===== src/rtl/stbus_rx_deframer.sv =====
// ST-BUS receive deframer: synchronises c4/f0/data into clk50, tracks frame alignment, emits channel bytes.
// Latency pin edge -> ch_valid is SYNC_STAGES+2 clk50 cycles; no backpressure, every completed byte is strobed once.
module stbus_rx_deframer #(
    parameter int CHANNELS    = 32,
    parameter int SYNC_STAGES = 2,
    parameter int INT_WIDTH   = 8
) (
    input  logic                        clk50,
    input  logic                        reset_in_rg,
    input  logic                        c4,
    input  logic                        f0,
    input  logic                        data_from_dt,
    output logic [7:0]                  ch_data,
    output logic [$clog2(CHANNELS)-1:0] ch_num,
    output logic                        ch_valid,
    output logic                        frame_start,
    output logic                        frame_err,
    output logic                        locked,
    output logic                        cpu_int
);
    localparam int CNT_W = $clog2(CHANNELS * 16);
    localparam int CH_W  = $clog2(CHANNELS);
    localparam int IW    = (INT_WIDTH > 1) ? $clog2(INT_WIDTH) : 1;
    localparam logic [CNT_W-1:0] CNT_LAST = CNT_W'(CHANNELS * 16 - 1);

    typedef enum logic {HUNT, LOCKED} state_t;

    logic [SYNC_STAGES-1:0] c4_sync;
    logic [SYNC_STAGES-1:0] f0_sync;
    logic [SYNC_STAGES-1:0] dat_sync;
    logic                   c4_prev;
    logic                   c4_s;
    logic                   f0_s;
    logic                   dat_s;
    logic                   c4_fall;

    state_t                 state;
    logic [CNT_W-1:0]       cnt;
    logic [7:0]             shreg;
    logic                   byte_done;
    logic [CH_W-1:0]        done_ch;
    logic                   sample;
    logic [IW-1:0]          int_cnt;

    assign c4_s    = c4_sync[SYNC_STAGES-1];
    assign f0_s    = f0_sync[SYNC_STAGES-1];
    assign dat_s   = dat_sync[SYNC_STAGES-1];
    assign c4_fall = c4_prev & ~c4_s;

    // Mid-cell sample; a misplaced f0 throws away the byte being assembled.
    assign sample = c4_fall && (state == LOCKED) && cnt[0]
                    && !(!f0_s && (cnt != CNT_LAST));

    always_ff @(posedge clk50 or posedge reset_in_rg) begin
        if (reset_in_rg) begin
            c4_sync  <= '0;
            f0_sync  <= '0;
            dat_sync <= '0;
            c4_prev  <= 1'b0;
        end else begin
            c4_sync  <= {c4_sync[SYNC_STAGES-2:0], c4};
            f0_sync  <= {f0_sync[SYNC_STAGES-2:0], f0};
            dat_sync <= {dat_sync[SYNC_STAGES-2:0], data_from_dt};
            c4_prev  <= c4_s;
        end
    end

    always_ff @(posedge clk50 or posedge reset_in_rg) begin
        if (reset_in_rg) begin
            state       <= HUNT;
            cnt         <= '0;
            shreg       <= '0;
            byte_done   <= 1'b0;
            done_ch     <= '0;
            frame_start <= 1'b0;
            frame_err   <= 1'b0;
            locked      <= 1'b0;
        end else begin
            frame_start <= 1'b0;
            frame_err   <= 1'b0;
            byte_done   <= 1'b0;
            if (sample) begin
                shreg     <= {shreg[6:0], dat_s};
                byte_done <= (cnt[3:1] == 3'd7);
                done_ch   <= cnt[CNT_W-1:4];
            end
            if (c4_fall) begin
                case (state)
                    HUNT: begin
                        if (!f0_s) begin
                            cnt         <= '0;
                            frame_start <= 1'b1;
                            state       <= LOCKED;
                            locked      <= 1'b1;
                        end
                    end
                    LOCKED: begin
                        if (!f0_s) begin
                            frame_start <= 1'b1;
                            frame_err   <= (cnt != CNT_LAST);
                            cnt         <= '0;
                        end else if (cnt == CNT_LAST) begin
                            frame_err <= 1'b1;
                            state     <= HUNT;
                            locked    <= 1'b0;
                            cnt       <= '0;
                        end else begin
                            cnt <= cnt + 1'b1;
                        end
                    end
                endcase
            end
        end
    end

    always_ff @(posedge clk50 or posedge reset_in_rg) begin
        if (reset_in_rg) begin
            ch_valid <= 1'b0;
            ch_data  <= '0;
            ch_num   <= '0;
        end else begin
            ch_valid <= byte_done;
            if (byte_done) begin
                ch_data <= shreg;
                ch_num  <= done_ch;
            end
        end
    end

    // A retrigger while the pulse is still high restarts the width count.
    always_ff @(posedge clk50 or posedge reset_in_rg) begin
        if (reset_in_rg) begin
            cpu_int <= 1'b0;
            int_cnt <= '0;
        end else if (ch_valid && (ch_num == CH_W'(CHANNELS - 1))) begin
            cpu_int <= 1'b1;
            int_cnt <= IW'(INT_WIDTH - 1);
        end else if (int_cnt != '0) begin
            int_cnt <= int_cnt - 1'b1;
        end else begin
            cpu_int <= 1'b0;
        end
    end
endmodule


===== config.mk =====
export PLATFORM = sky130hd
export DESIGN_NAME = stbus_rx_deframer
export DESIGN_NICKNAME = d
export VERILOG_FILES = /design/src/rtl/stbus_rx_deframer.sv
export SDC_FILE = /design/constraint.sdc
export NUM_CORES = 1
export LEC_CHECK = 0
export BUFFER_PORTS_ARGS = -buffer_cell sky130_fd_sc_hd__clkbuf_2
export CORE_ASPECT_RATIO = 1.2
export CORE_UTILIZATION = 30
export CTS_BUF_LIST = sky130_fd_sc_hd__clkbuf_4
export DETAILED_ROUTE_END_ITERATION = 7
export SLEW_MARGIN = 20
export SYNTH_ARGS = -nofsm -noshare
export SYNTH_HDL_FRONTEND = slang
export SYNTH_SLANG_ARGS = --single-unit

===== constraint.sdc =====
create_clock -name clk50 -period 2.7 [get_ports clk50]
set_clock_uncertainty 0.1 [all_clocks]
set_input_delay 0.27 -clock clk50 [delete_from_list [all_inputs] [get_ports clk50]]
set_output_delay 0.27 -clock clk50 [all_outputs]
set_load 0.02 [all_outputs]

==> Yosys cells after proc, flatten, opt, wreduce, memory -nomap -nowiden <==
Cells that the tools add are included.
{ "totals": {"ff_bits": 52, "latchBits": 0, "mem_bits_rw": 0, "mem_bits_ro": 0, "wordCells": 63, "n_memories": 0} }
{ "op_classes": {"addsub": 2, "n_mul": 0, "div_mod_pow": 0, "n_lt_le_gt_ge": 0, "n_eq_ne": 8, "n_shift": 0, "mux": 22, "bitwise_logic": 3, "reduce_logical": 11} }
{ "ops": {"columns": ["cell", "n"], "rows": [
  ["$mux W9", 3],
  ["$pmux W9 S2", 1],
  ["$mux W1", 14],
  ["$add A9 B1 Y9 const B", 1],
  ["$eq A9 B9 Y1 const B", 1],
  ["$ne A9 B9 Y1 const B", 1],
  ["$mux W3", 2],
  ["$ne A2 B2 Y1 const B", 3],
  ["$eq A5 B5 Y1 const B", 1],
  ["$logic_and A1 B1 Y1", 5],
  ["$pmux W1 S2", 2],
  ["$reduce_and A4 Y1", 1],
  ["$eq A3 B3 Y1 const B", 1],
  ["$reduce_bool A3 Y1", 1],
  ["$sub A3 B1 Y3 const B", 1],
  ["$logic_not A1 Y1", 2],
  ["$ne A2 B1 Y1 const B", 1],
  ["$not A1 Y1", 2],
  ["$reduce_and A2 Y1", 1],
  ["$reduce_bool A2 Y1", 1],
  ["$and A1 B1 Y1", 1]
]} }

==> Longest topological paths before layout <==
{ "logic_depth": {"word_depth": 6, "mapped_depth": 11, "depth_no_buf": 8} }

==> Least setup slack after synthesis <==
No wires, ideal clock.
{ "synth_path": {"path_kind": "register -> register", "from": "register cnt[0]", "to": "register done_ch[0]", "setup_ns": 0.125, "arrival_ns": 2.285, "path_slack_ns": 0.190, "path_stages_with_launch": 12, "n_path_buf": 3, "synth_period_minus_slack_ns": 2.510, "cell_sequence": "dfrtp_1 ha_1 nand3_1 nor2_1 ha_1 inv_1 clkbuf_1 ha_1 nor4bb_4 buf_6 buf_12 mux2_4"} }
{ "synth_via": {"elab_chain_cells": 4, "elab_cells_between_ends": 5, "classes_between": "eq/ne: 1; reduce/logical: 4"} }
{ "synth_rtl": {"columns": ["item", "line", "rtl"], "rows": [
  ["start, declared", "38", "logic [CNT_W-1:0] cnt;"],
  ["start signal, assigned", "108", "cnt <= cnt + 1'b1;"],
  ["$ne A9 B9 Y1", "52", "&& !(!f0_s && (cnt != CNT_LAST));"],
  ["$logic_and A1 B1 Y1", "52", null],
  ["$logic_not A1 Y1", "52", null],
  ["$logic_and A1 B1 Y1 *", "52", null],
  ["end signal, assigned", "85", "done_ch <= cnt[CNT_W-1:4];"],
  ["end, declared", "41", "logic [CH_W-1:0] done_ch;"]
]} }
Mark *: on every way between the ends. The rest lies on a longest branch, timed or not.
A chain may end at the register's enable or synchronous reset.

==> Worst setup path after layout <==
{ "layout_path": {"from": "register cnt[0]", "to": "register shreg[3]"} }
{ "layout_via": {"elab_chain_cells": 4, "elab_cells_between_ends": 5, "classes_between": "eq/ne: 1; reduce/logical: 4"} }
{ "layout_rtl": {"columns": ["item", "line", "rtl"], "rows": [
  ["$ne A9 B9 Y1", "52", null],
  ["$logic_and A1 B1 Y1", "52", null],
  ["$logic_not A1 Y1", "52", null],
  ["$logic_and A1 B1 Y1 *", "52", null],
  ["end signal, assigned", "83", "shreg <= {shreg[6:0], dat_s};"],
  ["end, declared", "39", "logic [7:0] shreg;"]
]} }
Marks and branches as above.

==> results.md <==
- Starting density of the core: roughly a third
- Synth Register Bits: 52
- H-tree depth: 2
- CP startpoint kind: flop
- Main synth FF type: dfrtp_1
- Leading cell type in the layout, fill and taps excluded: dfrtp_1
- Switching portion of total power: 24.6%
- Final WL: 3490 um
- # rows: 33
- Worst Hold Path Cells: 0
- CP max stage delay: 0.44 ns
- Pint: 0.962 mW
- Final setup fails: 0
- Setup TNS Final: 0 ns
- Hold Crit Class: flop to flop
- Synth unique cells: 38
- Vias: 1319
- Clock Latency Late Sink: 0.36 ns
- Largest buffer count on any clock path: 2
- Register area share after synthesis: 59.1%
- Clock power share: 25.8%
- Slowest CP cell: dfrtp_1
- Placed cell areas: roughly 0.0024 mm^2
- Critical path arrival: 2.61 ns
- Full die area: 0.00769 mm^2
- Post-synth EDFFs: 0
- Setup bufs post-CTS: 0
- Critical-path cell list: ha_1, nand3_1, nor2_1, ha_1, inv_1, ha_1, nor4bb_4, buf_4, mux2_2
- Total power: 1.28 mW
- Max IR drop VDD: roughly 180 uV
- CTS resizes: 0
- HPWL Detailed: 2440 um
- Remaining DRCs: 0
- Fmax: slightly above 0.4 GHz
- PwrDens: 515 mW/mm^2
- Syn nets: 172
- Storage cell area: 0.00130 mm^2
- Worst-margin pin slew: roughly 0.64 ns
- Clock Pin Slew Worst Setup and Hold Paths: 0.14 ns
- TritonCTS clock tree: done
- Die height: 95.9 um
- First-pass GRT wire length: 6310 um
- FF-to-FF path depth: 9
- DR WL met2: 1650 um
- Syn Std Cell Area: around 0.0022 mm^2
- Beginning of the critical path: cnt[0]
- Global route overflow: 0
- DRT Pass-1 Iters: 4
- Status: finished, final reports clean
- Ys async rst share: between 90% and 100%
- Gp weighted congestion: 0.790
- Share of layout cells above drive strength 1: between 30% and 40%
- Clock sink count: 52
- CP Max Fanout: 14
- DR vias/cell: 4.76
- Post-route minimum period: approximately 2.4 ns
- Final period util: 90.3%
- Multi-input gate area: 813 um^2
- WL met3: approximately 110 um
- R2R Path Start: cnt[0]
- CP required: 2.87 ns
- Core area: 0.00698 mm^2
- Ant diodes: 0
- Top Metal Used: met4
- TritonCTS Buffers: 5
- Core Util, Final: 35.5%
- Syn. warnings: 0
- Slew HR: ~58%
- Unrepaired setup endpoints after global routing: false
- Most Frequent Cell on Critical Path: ha_1
- Final #Nets: 201
- R2r endpoint: shreg[3]
- GRT Overall Usage: 10.6%
- R2R Setup Slk: 0.26 ns
- Largest net degree at the start of global routing: 53
- WL/cell: 12.6 um
- Combinational fraction of design power: 7.6%
- Vias in the first global route: between 1k and 1.5k
- Mean Syn Cell Area: between 10 and 15 um^2
- Sequential Power Share: 66.6%
- Antenna-violating nets left: 0
- Lkg Pwr: about 1.2 nW
- Min-Delay Endpoint: dat_sync[1]
- Die width: approximately 80 um
- Worst hold path startpoint: dat_sync[0]
- Critical Path End Type: flop
- Final setup margin: roughly 0.26 ns
- DRT iter0 DRCs: between 40 and 50
- Synth-to-layout area growth: 12.5%
- Hold_buf cts: 4
- Fin area: between 0.002 and 0.0025 mm^2
- Max-slew violation count: 0
- Pre-CTS setup slack: 0.257 ns
- Antenna violations before repair: 0
- Port buffer count: 22
- Mapped Cells: 161
- Max_cap viols: 0
- Fillers: 677
- Most frequent cells in the layout: 52 x dfrtp_1, 22 x clkbuf_2, 17 x mux2_2
- Switch Pwr: 0.314 mW
- Ports: 23
- Met1 WL: about 1700 um
- Fin. Hold Viols: 0
- Setup CP Type: flop to flop
- Clock Tree Root: clkbuf_4
## per-stage QoR
step	instances	hold WS, ns
detailed placement	266	0.236
CTS	277	0.269
finish	277	0.266
global route	277	0.275
global placement	266	0.232
floorplan	161	0.201
## registers in the layout, summed over array words and instances (netlist names), 2 cells and up
name / cells
cnt: 9
ch_data: 8
shreg: 8
ch_num: 5
done_ch: 5
int_cnt: 3
c4_sync: 2
dat_sync: 2
f0_sync: 2
## cells by family after synthesis
kind of cell | count (synthesis) | share of synthesized area (%)
xor gates and xnor gates | 1 | 0.398
buffers and inverters | 15 | 4.03
AOI/OAI and AO/OA | 25 | 7.72
muxes | 27 | 15.3
and+or+nand+nor | 35 | 10.1
DFF | 52 | 59.1
adders and majority gates | 6 | 3.41
## synth_stat cells (2+ instances only)
cell type | count | area (um^2)
clkbuf_1 | 3 | 11.3
ha_1 | 6 | 75.1
and3_1 | 2 | 12.5
o211ai_1 | 2 | 15.0
o21ai_0 | 6 | 30.0
nor3b_1 | 2 | 15.0
a31oi_1 | 7 | 43.8
inv_1 | 7 | 26.3
mux2_4 | 9 | 135
o2111ai_1 | 2 | 17.5
and4_1 | 2 | 17.5
nand2_1 | 5 | 18.8
nor2_1 | 6 | 22.5
nand3_1 | 7 | 35.0
mux2_2 | 17 | 191
nand4_1 | 3 | 18.8
buf_6 | 2 | 22.5
dfrtp_1 | 52 | 1300
nor2b_1 | 2 | 12.5
## layout make-up
class	instances	share of cell area (%)
flip-flops and latches	52	52.5
multi-input cells	94	32.8
repair buffers	30	7.27
well taps	87	4.39
clock buffers	5	1.51
inverters	7	1.06
clock inverters	2	0.505
## critical path, delay by kind of cell (launching register included)
family	cells	cell delay [ns]
adder cells (fa/ha/maj)	3	0.64
buffers and inverters	2	0.34
flip-flops	1	0.44
multiplexers	1	0.36
AND/OR/NAND/NOR	3	0.46
## power groups by stage
stage | Combinational (mW) | Clock (mW) | Sequential (mW)
floorplan | 0.0800 | 0 | 0.857
global placement | 0.0941 | 0 | 0.864
detailed placement | 0.0946 | 0 | 0.865
CTS | 0.0994 | 0.347 | 0.850
global route | 0.112 | 0.379 | 0.858
finish | 0.0971 | 0.329 | 0.850
## per-layer routing
metal,vias to the layer above,GRT usage [%]
met5,-,0
met4,0,3.13
met3,5,2.84
met2,27,18.2
met1,647,13.0
li1,640,-
## how the worst max path moves through the flow
stage | depth (start not counted) | to
after global routing | 9 | shreg[4]
final | 9 | shreg[3]
after detailed placement | 9 | shreg[3]
after CTS | 9 | shreg[3]
after global placement | 9 | shreg[3]
after floorplan | 11 | done_ch[0]
Note: power is estimated with default switching activity, not from simulation.
